==> src/rtl/load_store_unit_if.sv <==
// Bus bundle for the load/store unit: request/response handshake with the
// execute stage plus the word-wide data memory bus.
// master = the load/store unit itself, slave = execute stage + memory side.
interface load_store_unit_if;
   logic        req_valid;
   logic        req_ready;
   logic        req_store;
   logic [2:0]  req_funct3;
   logic [31:0] req_addr;
   logic [31:0] req_wdata;
   logic        resp_valid;
   logic        resp_err;
   logic [31:0] resp_rdata;
   logic        mem_we;
   logic [31:0] mem_addr;
   logic [31:0] mem_wd;
   logic [31:0] mem_rd;

   modport master (
      input  req_valid, req_store, req_funct3, req_addr, req_wdata, mem_rd,
      output req_ready, resp_valid, resp_err, resp_rdata, mem_we, mem_addr, mem_wd
   );

   modport slave (
      output req_valid, req_store, req_funct3, req_addr, req_wdata, mem_rd,
      input  req_ready, resp_valid, resp_err, resp_rdata, mem_we, mem_addr, mem_wd
   );
endinterface

==> src/rtl/load_store_unit.sv <==
// load_store_unit: RV32I load/store initiator for the shared data memory bus.
// Loads read one word and extract/extend a lane; sub-word stores do a
// read-modify-write so neighbouring bytes survive; word stores write directly.
// Build macro LSU_MISALIGN_TRAP_EN: when defined, misaligned H/W accesses are
// rejected with resp_err; otherwise they are snapped to natural alignment.
module load_store_unit #(
   parameter logic [15:0] RAM_LO = 16'h0010,
   parameter logic [15:0] RAM_HI = 16'hFF0F
) (
   input  logic              clk,
   input  logic              rst,
   load_store_unit_if.master bus
);

   typedef enum logic [2:0] {
      IDLE, LD_ADDR, LD_DATA, ST_WR, RMW_ADDR, RMW_DATA, RMW_WR, RESP
   } state_t;

   state_t      state_q, state_d;
   logic [1:0]  off_q, off_d;
   logic [2:0]  funct3_q, funct3_d;
   logic [31:0] wdata_q, wdata_d;
   logic        mem_we_q, mem_we_d;
   logic [31:0] mem_addr_q, mem_addr_d;
   logic [31:0] mem_wd_q, mem_wd_d;
   logic        resp_valid_q, resp_valid_d;
   logic        resp_err_q, resp_err_d;
   logic [31:0] resp_rdata_q, resp_rdata_d;
   logic        req_legal;
   logic        accept;

   // Byte lane actually used: halfwords snap to addr[1], words to lane 0
   function automatic logic [1:0] lane_offset(input logic [2:0] f3, input logic [1:0] a);
      case (f3[1:0])
         2'b00:   lane_offset = a;
         2'b01:   lane_offset = {a[1], 1'b0};
         default: lane_offset = 2'b00;
      endcase
   endfunction

   // Pull the addressed lane down to bit 0 and sign/zero extend it
   function automatic logic [31:0] load_extract(input logic [2:0] f3, input logic [1:0] off,
                                                input logic [31:0] word);
      logic [31:0] sh;
      sh = word >> {off, 3'b000};
      case (f3)
         3'b000:  load_extract = {{24{sh[7]}}, sh[7:0]};
         3'b001:  load_extract = {{16{sh[15]}}, sh[15:0]};
         3'b100:  load_extract = {24'h0, sh[7:0]};
         3'b101:  load_extract = {16'h0, sh[15:0]};
         default: load_extract = sh;
      endcase
   endfunction

   // Replace the selected byte or halfword lane of the old word, keep the rest
   function automatic logic [31:0] store_merge(input logic half, input logic [1:0] off,
                                               input logic [31:0] old, input logic [31:0] wd);
      logic [31:0] mask;
      mask = (half ? 32'h0000_FFFF : 32'h0000_00FF) << {off, 3'b000};
      store_merge = (old & ~mask) | ((wd << {off, 3'b000}) & mask);
   endfunction

   assign bus.req_ready  = (state_q == IDLE) && !rst;
   assign accept         = bus.req_valid && bus.req_ready;
   assign bus.mem_we     = mem_we_q;
   assign bus.mem_addr   = mem_addr_q;
   assign bus.mem_wd     = mem_wd_q;
   assign bus.resp_valid = resp_valid_q;
   assign bus.resp_err   = resp_err_q;
   assign bus.resp_rdata = resp_rdata_q;

   // Decide at accept time whether the incoming request may touch the bus
   always_comb begin
      req_legal = 1'b1;
      if (bus.req_store) begin
         if (bus.req_funct3[2] || (bus.req_funct3[1:0] == 2'b11)) req_legal = 1'b0;
         if ((bus.req_addr[31:16] < RAM_LO) || (bus.req_addr[31:16] > RAM_HI)) req_legal = 1'b0;
      end else begin
         if ((bus.req_funct3 == 3'b011) || (bus.req_funct3[2:1] == 2'b11)) req_legal = 1'b0;
      end
`ifdef LSU_MISALIGN_TRAP_EN
      if ((bus.req_funct3[1:0] == 2'b01) && bus.req_addr[0]) req_legal = 1'b0;
      if ((bus.req_funct3[1:0] == 2'b10) && (bus.req_addr[1:0] != 2'b00)) req_legal = 1'b0;
`endif
   end

   // Next-state and registered-output logic for the transaction sequencer
   always_comb begin
      state_d      = state_q;
      off_d        = off_q;
      funct3_d     = funct3_q;
      wdata_d      = wdata_q;
      mem_we_d     = 1'b0;
      mem_addr_d   = mem_addr_q;
      mem_wd_d     = mem_wd_q;
      resp_valid_d = 1'b0;
      resp_err_d   = 1'b0;
      resp_rdata_d = 32'h0;
      case (state_q)
         IDLE: begin
            if (accept) begin
               off_d    = lane_offset(bus.req_funct3, bus.req_addr[1:0]);
               funct3_d = bus.req_funct3;
               wdata_d  = bus.req_wdata;
               if (!req_legal) begin
                  state_d      = RESP;
                  resp_valid_d = 1'b1;
                  resp_err_d   = 1'b1;
               end else begin
                  mem_addr_d = {bus.req_addr[31:2], 2'b00};
                  if (!bus.req_store) begin
                     state_d = LD_ADDR;
                  end else if (bus.req_funct3[1:0] == 2'b10) begin
                     state_d  = ST_WR;
                     mem_we_d = 1'b1;
                     mem_wd_d = bus.req_wdata;
                  end else begin
                     state_d = RMW_ADDR;
                  end
               end
            end
         end
         LD_ADDR:  state_d = LD_DATA;
         LD_DATA: begin
            state_d      = RESP;
            resp_valid_d = 1'b1;
            resp_rdata_d = load_extract(funct3_q, off_q, bus.mem_rd);
         end
         ST_WR: begin
            state_d      = RESP;
            resp_valid_d = 1'b1;
         end
         RMW_ADDR: state_d = RMW_DATA;
         RMW_DATA: begin
            state_d  = RMW_WR;
            mem_we_d = 1'b1;
            mem_wd_d = store_merge(funct3_q[0], off_q, bus.mem_rd, wdata_q);
         end
         RMW_WR: begin
            state_d      = RESP;
            resp_valid_d = 1'b1;
         end
         RESP:     state_d = IDLE;
         default:  state_d = IDLE;
      endcase
   end

   // State and output registers; reset abandons any transaction in flight
   always_ff @(posedge clk) begin
      if (rst) begin
         state_q      <= IDLE;
         off_q        <= 2'b00;
         funct3_q     <= 3'b000;
         wdata_q      <= 32'h0;
         mem_we_q     <= 1'b0;
         mem_addr_q   <= 32'h0;
         mem_wd_q     <= 32'h0;
         resp_valid_q <= 1'b0;
         resp_err_q   <= 1'b0;
         resp_rdata_q <= 32'h0;
      end else begin
         state_q      <= state_d;
         off_q        <= off_d;
         funct3_q     <= funct3_d;
         wdata_q      <= wdata_d;
         mem_we_q     <= mem_we_d;
         mem_addr_q   <= mem_addr_d;
         mem_wd_q     <= mem_wd_d;
         resp_valid_q <= resp_valid_d;
         resp_err_q   <= resp_err_d;
         resp_rdata_q <= resp_rdata_d;
      end
   end

endmodule
==> src/flat_wrapper.sv <==
// flat-port wrapper written by rule: the top's interface ports become plain ports
module load_store_unit_flat 
#(
   parameter logic [15:0] RAM_LO = 16'h0010,
   parameter logic [15:0] RAM_HI = 16'hFF0F
)
  (clk, rst, bus_req_valid, bus_req_store, bus_req_funct3, bus_req_addr, bus_req_wdata, bus_mem_rd, bus_req_ready, bus_resp_valid, bus_resp_err, bus_resp_rdata, bus_mem_we, bus_mem_addr, bus_mem_wd);
  load_store_unit_if bus_i ();
  input  logic clk;
  input  logic rst;
  input wire logic [$bits(bus_i.req_valid)-1:0] bus_req_valid;
  input wire logic [$bits(bus_i.req_store)-1:0] bus_req_store;
  input wire logic [$bits(bus_i.req_funct3)-1:0] bus_req_funct3;
  input wire logic [$bits(bus_i.req_addr)-1:0] bus_req_addr;
  input wire logic [$bits(bus_i.req_wdata)-1:0] bus_req_wdata;
  input wire logic [$bits(bus_i.mem_rd)-1:0] bus_mem_rd;
  output wire logic [$bits(bus_i.req_ready)-1:0] bus_req_ready;
  output wire logic [$bits(bus_i.resp_valid)-1:0] bus_resp_valid;
  output wire logic [$bits(bus_i.resp_err)-1:0] bus_resp_err;
  output wire logic [$bits(bus_i.resp_rdata)-1:0] bus_resp_rdata;
  output wire logic [$bits(bus_i.mem_we)-1:0] bus_mem_we;
  output wire logic [$bits(bus_i.mem_addr)-1:0] bus_mem_addr;
  output wire logic [$bits(bus_i.mem_wd)-1:0] bus_mem_wd;
  assign bus_i.req_valid = bus_req_valid;
  assign bus_i.req_store = bus_req_store;
  assign bus_i.req_funct3 = bus_req_funct3;
  assign bus_i.req_addr = bus_req_addr;
  assign bus_i.req_wdata = bus_req_wdata;
  assign bus_i.mem_rd = bus_mem_rd;
  assign bus_req_ready = bus_i.req_ready;
  assign bus_resp_valid = bus_i.resp_valid;
  assign bus_resp_err = bus_i.resp_err;
  assign bus_resp_rdata = bus_i.resp_rdata;
  assign bus_mem_we = bus_i.mem_we;
  assign bus_mem_addr = bus_i.mem_addr;
  assign bus_mem_wd = bus_i.mem_wd;
  load_store_unit #(.RAM_LO(RAM_LO), .RAM_HI(RAM_HI)) u_core (.clk(clk), .rst(rst), .bus(bus_i));
endmodule
==> config.mk <==
export PLATFORM = sky130hd
export DESIGN_NAME = load_store_unit_flat
export DESIGN_NICKNAME = d
export VERILOG_FILES = /design/src/rtl/load_store_unit_if.sv /design/src/rtl/load_store_unit.sv /design/src/flat_wrapper.sv
export SDC_FILE = /design/constraint.sdc
export NUM_CORES = 1
export LEC_CHECK = 0
export CORE_MARGIN = 3
export CORE_UTILIZATION = 40
export DETAILED_ROUTE_END_ITERATION = 16
export PLACE_DENSITY_LB_ADDON = 0.3
export SKIP_CTS_REPAIR_TIMING = 1
export SLEW_MARGIN = 20
export SYNTH_ARGS = -nofsm -noshare
export SYNTH_HDL_FRONTEND = slang
export SYNTH_SLANG_ARGS = --single-unit
==> constraint.sdc <==
create_clock -name clk -period 2.7 [get_ports clk]
set_clock_uncertainty 0.1 [all_clocks]
set_input_delay 0.54 -clock clk [delete_from_list [all_inputs] [get_ports clk]]
set_output_delay 0.54 -clock clk [all_outputs]
set_load 0.1 [all_outputs]
======== Word level (Yosys, flattened, before mapping) ========
Index checks and enable logic that the tools add are counted.
cells by class
  magnitude comparators ................... 2
  equality and inequality tests ........... 19
  shift operators ......................... 3
  mux-type cells .......................... 25
  bitwise logic cells ..................... 6
  reduce and logical (&&, ||, !) cells .... 16
operators by type and width
  operator                                                                        count
  32-bit 2-to-1 mux                                                               4
  32-bit case mux with 4 select lines                                             1
  32-bit bitwise AND                                                              2
  32-bit case mux with 2 select lines                                             1
  32-bit by 5-bit << shifter with 32-bit output                                   2
  32-bit inverter                                                                 1
  32-bit OR                                                                       1
  32-bit by 5-bit right shift with 32-bit output                                  1
  3-bit == test (second input constant)                                           6
  3-bit case mux with 6 select lines                                              1
  16-bit greater-than comparator (second input constant)                          1
  16-bit by 5-bit less-than comparator with 1-bit output (second input constant)  1
  16-bit 2-to-1 mux                                                               1
  3-bit 2-to-1 mux                                                                4
  1-bit 2-to-1 mux                                                                10
  3-bit by 2-bit == test with 1-bit output (second input constant)                3
  2-bit == test (second input constant)                                           3
  3-bit by 1-bit == test with 1-bit output (second input constant)                2
  3-bit logical NOT                                                               2
  5-bit AND reduction                                                             1
  2-bit by 1-bit != test with 1-bit output (second input constant)                2
  2-bit != test (second input constant)                                           2
  1-bit case mux with 2 select lines                                              2
  2-bit case mux with 2 select lines                                              1
  other kinds (11)                                                                16
storage, ports and cells
  register bits after elaboration ......... 137
  word-level logic and storage cells ...... 81

======== Depth between registers and ports, before layout ========
Gate-level depths: netlist (run 1).
  word-level depth ........................ 8
  mapped depth ............................ 8

======== Least setup slack after synthesis (run 1) ========
Ideal clock, no wire load.
  kind .................................... reg-to-reg
  start ................................... register u_core.state_q[2]
  end ..................................... register u_core.mem_wd_q[10], in the netlist u_core.bus.mem_wd[10]
  library setup time ...................... 0.123 ns
  data arrival time ....................... 3.103 ns
  data required time ...................... 2.477 ns
  slack ................................... -0.627 ns
  stages on the path, launching flop included .. 8
  period minus slack after synthesis ...... 3.327 ns
  cells stage by stage .................... dfxtp_1 > or3_1 > nor2_1 > and2_1 > buf_2 > a31oi_4 > buf_4 > mux2_1
between the ends
  word-level cells in the longest chain between the ends .. 5
RTL lines
  what                                                line                    text
  start, declared                                     load_store_unit.sv:19   state_t state_q, state_d;
  start signal, assigned                              load_store_unit.sv:162  state_q <= state_d;
  3-bit logical NOT                                   load_store_unit.sv:63   assign bus.req_ready = (state_q == IDLE) && !rst;
  1-bit logical AND                                   load_store_unit.sv:63
  named net bus_req_ready                             flat_wrapper.sv:17      output wire logic [$bits(bus_i.req_ready)-1:0] bus_req_ready;
  1-bit logical AND                                   load_store_unit.sv:64   assign accept = bus.req_valid && bus.req_ready;
  2-bit by 1-bit != test with 1-bit output (no line)  n/a
  5-bit AND reduction (no line)                       n/a
  end signal, assigned                                load_store_unit.sv:168  mem_wd_q <= mem_wd_d;
  end, declared                                       load_store_unit.sv:25   logic [31:0] mem_wd_q, mem_wd_d;
The timed path passes the listed nets, and every way through them passes these cells.
A chain may end at the register's enable or synchronous reset.

======== Worst setup path in the final report (run 1) ========
  start ................................... input port bus_req_addr[27]
  end ..................................... register u_core.mem_wd_q[12], in the netlist u_core.bus.mem_wd[12]
between the ends
  word-level cells in the longest chain between the ends .. 6
RTL lines
  what                                                                                                             line                   text
  start, declared                                                                                                  flat_wrapper.sv:14     input wire logic [$bits(bus_i.req_addr)-1:0] bus_req_addr;
  16-bit by 5-bit less-than comparator with 1-bit output / 16-bit greater-than comparator (equally long branches)  load_store_unit.sv:77  if ((bus.req_addr[31:16] < RAM_LO) || (bus.req_addr[31:16] > RAM_HI)) req_legal = 1'b0;
  1-bit logical OR *                                                                                               load_store_unit.sv:77
  1-bit 2-to-1 mux *                                                                                               load_store_unit.sv:77
  1-bit 2-to-1 mux *                                                                                               load_store_unit.sv:75  if (bus.req_store) begin
  2-bit by 1-bit != test with 1-bit output (no line) *                                                             n/a
  5-bit AND reduction (no line) *                                                                                  n/a
Every way passes the cells marked *; elsewhere a longest branch is shown, timed or not.

==> metrics.cfg, run 1 <==
[status]
status = complete, no violations

[die]
start_util = 0.415
dieArea_um2 = 16100
chipHeight_um = 127
core_um2 = 14100
rows = 43
fp.dieW_um = 127
num_io_pins = 203

[detailed_routing]
vias_per_cell = 5.28
wl_per_cell_um = 17.0
final_antenna_net_count = 0
drc_errors = 0
drt_iter0_markers = 427
wl_um = 18600
vias = 5785
dr.pass1.iters = 5

[synth]
synth-async-reset-ratio = 0
synth-edff-count = 0
synth.avg_cell_area_um2 = 8.14
yosysWarnings = 0
netlist_instances = 718
yosysSeqAreaShare = 0.415
synth_area_leaders = dfxtp_1 41%, nand2_1 8.5%, mux2i_1 8.2%, a21oi_1 7.0%, nand3_1 5.0%
yosys-top-cells-count = 133 x nand2_1, 121 x dfxtp_1, 82 x a21oi_1
ys_ff_latch = 121
synth_top_cell_by_area = dfxtp_1
syn_area_um2 = 5840
synth_top_area_frac = 0.415
synth_cell_type_count = 42
yosysMostFrequentCell = nand2_1
synth_ff_type = dfxtp_1

[sta]
fin_hold_ws_ps = 358
setup_viol = 0
slew_viol_final = 0
slew_headroom = 0.587
finalCriticalPeriod_ps = 2410
rsz0062_at_grt = no
postLayoutSetupSlackWorst_ps = 286
period_share = 0.894
max_freq_ghz = 0.414
worst_slew_pin_slew_ps = 619
fin_tns_setup_ps = 0
hold_viol = 0

[critical_path]
cp-end-kind = flop
crit_path_start_kind = input port
cp-endpoint = u_core.bus.mem_wd[12]
r2r-end = u_core.bus.mem_wd[12]
rr_worst_depth = 6
ff2ff_setup_slack_ps = 470
cp.required_ps = 2900
cp.arrival_ps = 2610
critical_path.max_fanout = 16
cp-startpoint = bus_req_addr[27]
r2r_start = u_core.state_q[2]
critPathKind = input port to flop

[cts]
cts_made_buffers = 17
cts_tree = done
clk_pin_slew_ps = 60
clock_latency_ps = 410
cts_sinks = 121
h-tree-depth = 4
cts_root_buffer = clkbuf_16
cts_max_path_buffers = 2

[place]
place_area_um2 = 7850
port_buffers = 200
dp_hpwl_um = 13500
place_ws_ps = -144
gp_congestion = 0.891

[min_path]
hold_class = input port to flop

[global_route]
track_usage = 0.227
antenna_found_initial = 0
grt_pass1_wl_um = 29000
grt_max_degree = 63
grt-ovfl-total = 0
grt_pass1_vias = 5417

[cells_and_area]
area_delta_synth_final_pct = 44.5
nNetsFinal = 1005
drive_above_1_share = 0.212
n_antenna_cell = 0
final_area_um2 = 8440

[power]
pwr_density_cell_nw_per_um2 = 686
power.total_w = 0.00579
p_leak_nw = 3.48
vdd.ir_drop.worst_mv = 0.462

[flow_run]
cap_violations = 0

==> area by class of cell <==
type | instances | area, um^2
Multi-Input combinational cell | 525 | 3140
Sequential cell | 121 | 2420
Tap cell | 180 | 225
Fill cell | 1266 | 5650
Clock inverter | 13 | 146
Clock buffer | 19 | 443
Timing Repair Buffer | 234 | 2060
Inverter | 3 | 11.3
==> sequential cells by signal (all words and copies together), names as in the netlist <==
name                   count
u_core.bus.resp_rdata     32
u_core.bus.mem_we          1
u_core.bus.mem_addr       30
u_core.state_q             3
u_core.bus.resp_err        1
u_core.wdata_q            16
u_core.off_q               2
u_core.bus.mem_wd         32
u_core.funct3_q            3
u_core.bus.resp_valid      1
==> worst min-delay path by stage <==
| stage | startpoint | endpoint | slack (ps) | cells past startpoint |
|---|---|---|---|---|
| 2_1_floorplan | u_core.funct3_q[2] | u_core.funct3_q[2] | 340 | 2 |
| 3_3_place_gp | u_core.bus.mem_wd[16] | u_core.bus.mem_wd[16] | 350 | 2 |
| 3_5_place_dp | u_core.bus.mem_wd[6] | u_core.bus.mem_wd[6] | 350 | 2 |
| 4_1_cts | rst | u_core.bus.resp_valid | 340 | 2 |
| 5_1_grt | rst | u_core.bus.resp_valid | 370 | 2 |
| 6_report | rst | u_core.bus.resp_valid | 360 | 2 |
==> routing by layer <==
| metal | global-route usage | vias to the layer above | wire length (um) |
|---|---|---|---|
| li1 | - | 2879 | - |
| met1 | 0.303 | 2634 | 8240 |
| met2 | 0.355 | 242 | 8600 |
| met3 | 0.0585 | 30 | 1440 |
| met4 | 0.0795 | 0 | 351 |
| met5 | 0 | - | 0 |
==> cells in the final DEF, fill, tap and decap left out, types with 19 or more instances in the layout <==
cell / Yosys / final
nor2_1: 23 / 21
nand2_1: 133 / 133
nand3_1: 58 / 58
o21ai_0: 56 / 56
nor2b_1: 19 / 19
mux2i_1: 48 / 48
dfxtp_1: 121 / 120
clkdlybuf4s50_1: 0 / 101
buf_4: 4 / 128
o211ai_1: 32 / 32
a21oi_1: 82 / 82
mux2_2: 19 / 19
==> worst max-delay path: stages <==
cell             delay [ps]
clkdlybuf4s50_1         420
or4_1                   580
nor3_4                  260
nor3_4                   80
a31oi_4                 210
buf_12                  180
mux2_1                  330
==> cells by family after synthesis <==
kind of cell / count (synthesis) / share of synthesized area
muxes: 81 / 0.146
AOI/OAI and AO/OA: 191 / 0.191
and+or+nand+nor: 251 / 0.195
buffers and inverters: 73 / 0.0529
DFF: 121 / 0.415
other: 1 / 0.000642
==> report_power, final <==
part           internal, W  switching, W
sequential         0.00191     0.0000888
clock              0.00139      0.000845
combinational     0.000485       0.00108
total              0.00378       0.00201
==> through the flow <==
stage,util,std cells
finish,0.599,1095
floorplan,-,719
CTS,0.599,1095
detailed placement,0.557,1063
global placement,0.557,1063
global route,0.599,1095
Note: power is estimated with default switching activity, not from simulation.
==> run 2, diff against run 1 <==
--- a/config.mk
+++ b/config.mk
@@ -5,10 +5,9 @@
 export SDC_FILE = /design/constraint.sdc
 export NUM_CORES = 1
 export LEC_CHECK = 0
-export CORE_MARGIN = 3
 export CORE_UTILIZATION = 40
 export DETAILED_ROUTE_END_ITERATION = 16
-export PLACE_DENSITY_LB_ADDON = 0.3
+export PLACE_DENSITY = 0.78
 export SKIP_CTS_REPAIR_TIMING = 1
 export SLEW_MARGIN = 20
 export SYNTH_ARGS = -nofsm -noshare
==> metrics.cfg, run 2 (same netlist as run 1, synthesis figures left out) <==
[status]
status = complete, no violations

[global_route]
grt_pass1_wl_um = 28900  ; -0.48%
track_usage = 0.255  ; +0.0281
grt_max_degree = 52  ; -17%
antenna_found_initial = 0  ; unchanged
grt_pass1_vias = 5539  ; +2.3%
grt-ovfl-total = 0  ; unchanged

[critical_path]
cpLargestDelayFamily = simple AND/OR/NAND/NOR gates
cp.required_ps = 2950  ; +50 ps
rr_worst_depth = 7  ; +1
cp-end-kind = flop
cp.depth = 8  ; +1
worstPathCellList = clkdlybuf4s50_1 > or4_1 > nor3_4 > nor3_4 > a31oi_4 > buf_12 > buf_12 > mux2i_1
crit_path_start_kind = input port
critPathKind = input port to flop
cp-endpoint = u_core.bus.mem_wd[0]
ff2ff_setup_slack_ps = 500  ; +30 ps
cp.arrival_ps = 2670  ; +60 ps
critical_path.max_fanout = 17  ; +1
r2r_start = u_core.off_q[0]
r2r-end = u_core.bus.resp_rdata[22]
crit_path_max_incr_delay_ps = 570  ; about the same
cp_slowest_cell = or4_1
path_buf_inv = 3  ; +1
cp-startpoint = bus_req_addr[28]

[detailed_routing]
final_antenna_net_count = 0  ; unchanged
dr.pass1.iters = 5  ; unchanged
vias = 5898  ; +2.0%
wl_per_cell_um = 17.2  ; +0.96%
vias_per_cell = 5.40  ; +2.1%
drt_iter0_markers = 342  ; -20%
drc_errors = 0  ; unchanged
wl_um = 18800  ; +0.77%

[sta]
worst_slew_pin_slew_ps = 606  ; -13.1 ps
setup_viol = 0  ; unchanged
fin_hold_ws_ps = 368  ; +10.3 ps
finalCriticalPeriod_ps = 2420  ; +7.23 ps
rsz0062_at_grt = no
slew_headroom = 0.596  ; +0.00821
fin_tns_setup_ps = 0  ; unchanged
slew_viol_final = 0  ; unchanged
hold_viol = 0  ; unchanged
period_share = 0.897  ; +0.00268
max_freq_ghz = 0.413  ; -0.30%

[flow_run]
cap_violations = 0  ; unchanged

[die]
num_io_pins = 203  ; unchanged
core_um2 = 14000  ; -0.38%
rows = 43  ; unchanged
chipHeight_um = 123  ; -3.2%
dieArea_um2 = 15100  ; -6.2%
fp.dieW_um = 123  ; -3.2%
start_util = 0.416  ; +0.00159

[cts]
clk_pin_slew_ps = 50  ; about the same
cts_tree = done
cts_sinks = 121  ; unchanged
cts_made_buffers = 17  ; unchanged
clock_latency_ps = 420  ; about the same
cts_root_buffer = clkbuf_16
cts_max_path_buffers = 2  ; unchanged
h-tree-depth = 4  ; unchanged

[power]
pwr_density_cell_nw_per_um2 = 708  ; +3.1%
vdd.ir_drop.worst_mv = 0.527  ; +14%
p_leak_nw = 3.52  ; +1.3%

[min_path]
hold_class = flop to flop

[cells_and_area]
utilization = 0.606  ; +0.00711
drive_above_1_share = 0.209  ; -0.00282
most-common-layout-cells = 133 x nand2_1, 125 x buf_4, 120 x dfxtp_1
nNetsFinal = 1004  ; -0.10%
layout_commonest_cell = nand2_1
area_delta_synth_final_pct = 45.6
n_antenna_cell = 0  ; unchanged

[place]
port_buffers = 200  ; unchanged
gp_congestion = 0.875  ; -1.8%
dp_hpwl_um = 13500  ; -0.17%

-- run 2: changes by cell type in the layout (fill, tap and decap cells not counted), sizes merged --
cell,previous run,this run
clkinvlp,5,1
buf,133,132
clkinv,4,2
inv,5,3
bufinv,2,4
clkbuf,19,24
-- run 2: metal layers --
layer / global-route usage / up-vias / part of all wire
li1: - / 2879 / -
met3: 0.0818 / 38 / 0.099
met1: 0.296 / 2714 / 0.39
met5: 0 / - / 0
met4: 0.109 / 0 / 0.030
met2: 0.428 / 267 / 0.48
-- run 2: worst reg2reg max path, cell delays in order, from the launching register on --
cell and delay [ps]:
dfxtp_2 470, buf_12 300, mux2_2 420, mux2i_1 240, nor2_1 70, o21ai_1 140, buf_4 230, a21oi_1 110
-- run 2: area by class of cell --
type | instances | area (um^2)
fill | 1220 | 5530
tap | 180 | 225
inverter | 3 | 11.3
timing repair buffer | 233 | 2070
multi-input combinational | 525 | 3140
clock inverter | 7 | 138
clock buffer | 24 | 502
sequential | 121 | 2420
-- run 2: worst min path at each step --
stage | from | end | cells after the start
after floorplan | u_core.funct3_q[2] | u_core.funct3_q[2] | 2
after global placement | u_core.bus.mem_wd[16] | u_core.bus.mem_wd[16] | 2
after detailed placement | u_core.bus.mem_wd[19] | u_core.bus.mem_wd[19] | 2
after CTS | u_core.bus.mem_wd[19] | u_core.bus.mem_wd[19] | 2
after global routing | u_core.bus.mem_addr[13] | u_core.bus.mem_addr[13] | 2
final | u_core.bus.mem_wd[16] | u_core.bus.mem_wd[16] | 2
-- run 2: where the power goes --
part | switching (W) | internal, W
combinational | 0.00108 | 0.000489
clock | 0.000796 | 0.00166
sequential | 0.0000877 | 0.00191
-- run 2: metrics by stage --
stage               instance area, um^2  instances  worst slack [ps]  power (W)
floorplan                          5850        719               209    0.00310
global placement                   7870       1062              -116    0.00358
detailed placement                 7870       1062              -150    0.00359
CTS                                8510       1093               282    0.00605
global route                       8510       1093               142    0.00622
finish                             8510       1093               279    0.00602
==> run 3, diff against run 2 <==
==> constraint.sdc (replaced) <==
create_clock -name clk -period 2.7 [get_ports clk]
set_clock_uncertainty 0.1 [all_clocks]
set_input_delay 0.54 -clock clk [delete_from_list [all_inputs] [get_ports clk]]
set_output_delay 0.54 -clock clk [all_outputs]
set_load 0.02 [all_outputs]
==> metrics.cfg, run 3 (same netlist as run 1, synthesis figures left out) <==
[place]
port_buffers = 200  ; unchanged
dp_hpwl_um = 13300  ; -1.7%
gp_congestion = 0.904  ; +3.4%
place_ws_ps = -168  ; -18.2 ps

[cts]
h-tree-depth = 4  ; unchanged
cts_tree = done
cts_root_buffer = clkbuf_16
clock_latency_ps = 420  ; about the same
cts_max_path_buffers = 2  ; unchanged
cts_sinks = 121  ; unchanged
cts_made_buffers = 17  ; unchanged
clk_pin_slew_ps = 60  ; about the same

[power]
power_frac_clock = 0.434  ; +0.026
internal_power_w = 0.00400  ; -1.4%
pwr-share-comb = 0.201  ; -0.060
vdd.ir_drop.worst_mv = 0.404  ; -23%
p_switching_w = 0.00147  ; -25%
p_leak_nw = 3.31  ; -6.0%
switching_share = 0.268  ; -0.0584
p_seq_frac = 0.365  ; +0.034
pwr_density_cell_nw_per_um2 = 629  ; -11%

[critical_path]
crit_path_max_incr_delay_ps = 590  ; +20 ps
cp_slowest_cell = or4_1
path_buf_inv = 2  ; -1
cpLargestDelayFamily = simple AND/OR/NAND/NOR gates
cp.required_ps = 2910  ; -40 ps
worstPathCellList = clkdlybuf4s50_1 > or4_1 > nor3_4 > nor3_4 > a31oi_4 > buf_12 > mux2_1
critPathKind = input port to flop
cp-end-kind = flop
crit_path_start_kind = input port
cp.arrival_ps = 2640  ; -30 ps
worst_path_most_repeated_cell = nor3_4
critical_path.max_fanout = 17  ; unchanged

[die]
core_um2 = 14000  ; unchanged
chipHeight_um = 123  ; unchanged
fp.dieW_um = 123  ; unchanged
rows = 43  ; unchanged
dieArea_um2 = 15100  ; unchanged
start_util = 0.416  ; unchanged
num_io_pins = 203  ; unchanged

[global_route]
grt_pass1_vias = 5412  ; -2.3%
met2_usage = 0.411  ; -0.0172
grt_max_degree = 54  ; +3.8%
grt-ovfl-total = 0  ; unchanged
grt_util_met3 = 0.0920  ; +0.0102
top_usage_layer = met2
use_met1 = 0.291  ; -0.00496
antenna_found_initial = 1  ; +1
grt_pass1_wl_um = 28300  ; -2.0%
track_usage = 0.249  ; -0.00551

[flow_run]
cap_violations = 0  ; unchanged

[sta]
setup_viol = 0  ; unchanged
period_share = 0.900  ; +0.00298
slew_headroom = 0.548  ; -0.0473
hold_viol = 0  ; unchanged
fin_hold_ws_ps = 359  ; -9.07 ps
finalCriticalPeriod_ps = 2430  ; +8.06 ps
worst_slew_pin_slew_ps = 677  ; +71.1 ps
slew_viol_final = 0  ; unchanged
rsz0062_at_grt = no
fin_tns_setup_ps = 0  ; unchanged
max_freq_ghz = 0.412  ; -0.33%
postLayoutSetupSlackWorst_ps = 270  ; -8.06 ps

[min_path]
hold_class = flop to flop

[detailed_routing]
final_antenna_net_count = 0  ; unchanged
drc_errors = 0  ; unchanged
wl_um = 18600  ; -0.84%
vias_per_cell = 5.39  ; -0.19%
drt_iter0_markers = 365  ; +6.7%
vias = 5876  ; -0.37%
dr.pass1.iters = 5  ; unchanged
wl_per_cell_um = 17.1  ; -0.66%

[cells_and_area]
nFillCells = 1210  ; -0.82%
n_antenna_cell = 0  ; unchanged
drive_above_1_share = 0.0977  ; -0.112
nNetsFinal = 1004  ; unchanged
area_delta_synth_final_pct = 48.8
layout_commonest_cell = clkdlybuf4s50_1
utilization = 0.619  ; +0.0131
most-common-layout-cells = 198 x clkdlybuf4s50_1, 133 x nand2_1, 120 x dfxtp_1

[status]
status = complete, no violations

run 3: cell types whose count changed in the layout (fill, tap and decap cells not counted), moves of 2 or more:
cell and change:
buf_12 -2, buf_4 -96, clkbuf_8 -3, clkdlybuf4s50_1 +97
clkinv_2 -2
run 3: per-layer routing:
layer	wire length, um	vias up	part of all wire
li1	-	2879	-
met1	7550	2690	0.41
met2	8720	270	0.47
met3	1860	37	0.10
met4	483	0	0.026
met5	0	-	0
run 3: power by group through the flow:
stage,logic (W),registers [W],clock network (W)
floorplan,0.000498,0.00210,0
global placement,0.00108,0.00203,0
detailed placement,0.00109,0.00203,0
CTS,0.00109,0.00199,0.00240
global route,0.00118,0.00201,0.00248
finish,0.00110,0.00200,0.00237
run 3: per-stage QoR:
stage	power [W]	std cells	instance area, um^2
2_1_floorplan	0.00260	719	5850
3_3_place_gp	0.00311	1062	8080
6_report	0.00546	1091	8690
5_1_grt	0.00566	1091	8690
4_1_cts	0.00549	1091	8690
3_5_place_dp	0.00312	1062	8080
run 3: cell type report:
| type | count | area, um^2 | area share |
|---|---|---|---|
| Multi-Input combinational cell | 525 | 3130 | 0.360 |
| Sequential cell | 121 | 2420 | 0.279 |
| Timing Repair Buffer | 233 | 2300 | 0.264 |
| Clock buffer | 22 | 464 | 0.0534 |
| Tap cell | 180 | 225 | 0.0259 |
| Clock inverter | 7 | 144 | 0.0166 |
| Inverter | 3 | 11.3 | 0.00130 |
run 3: path summary, 6_finish.rpt:
kind,startpoint,to,slack (ps),cells past startpoint
worst max register to register,u_core.off_q[0],u_core.bus.resp_rdata[23],420,7
worst min register to register,u_core.bus.mem_wd[19],u_core.bus.mem_wd[19],360,2
worst min-delay path,u_core.bus.mem_wd[19],u_core.bus.mem_wd[19],360,2
worst max-delay path,bus_req_addr[27],u_core.bus.mem_wd[27],270,7
run 3: tightest hold or removal path, stage by stage (launching register included):
cell,delay (ps)
dfxtp_1,310
nand2_1,50
mux2i_1,50
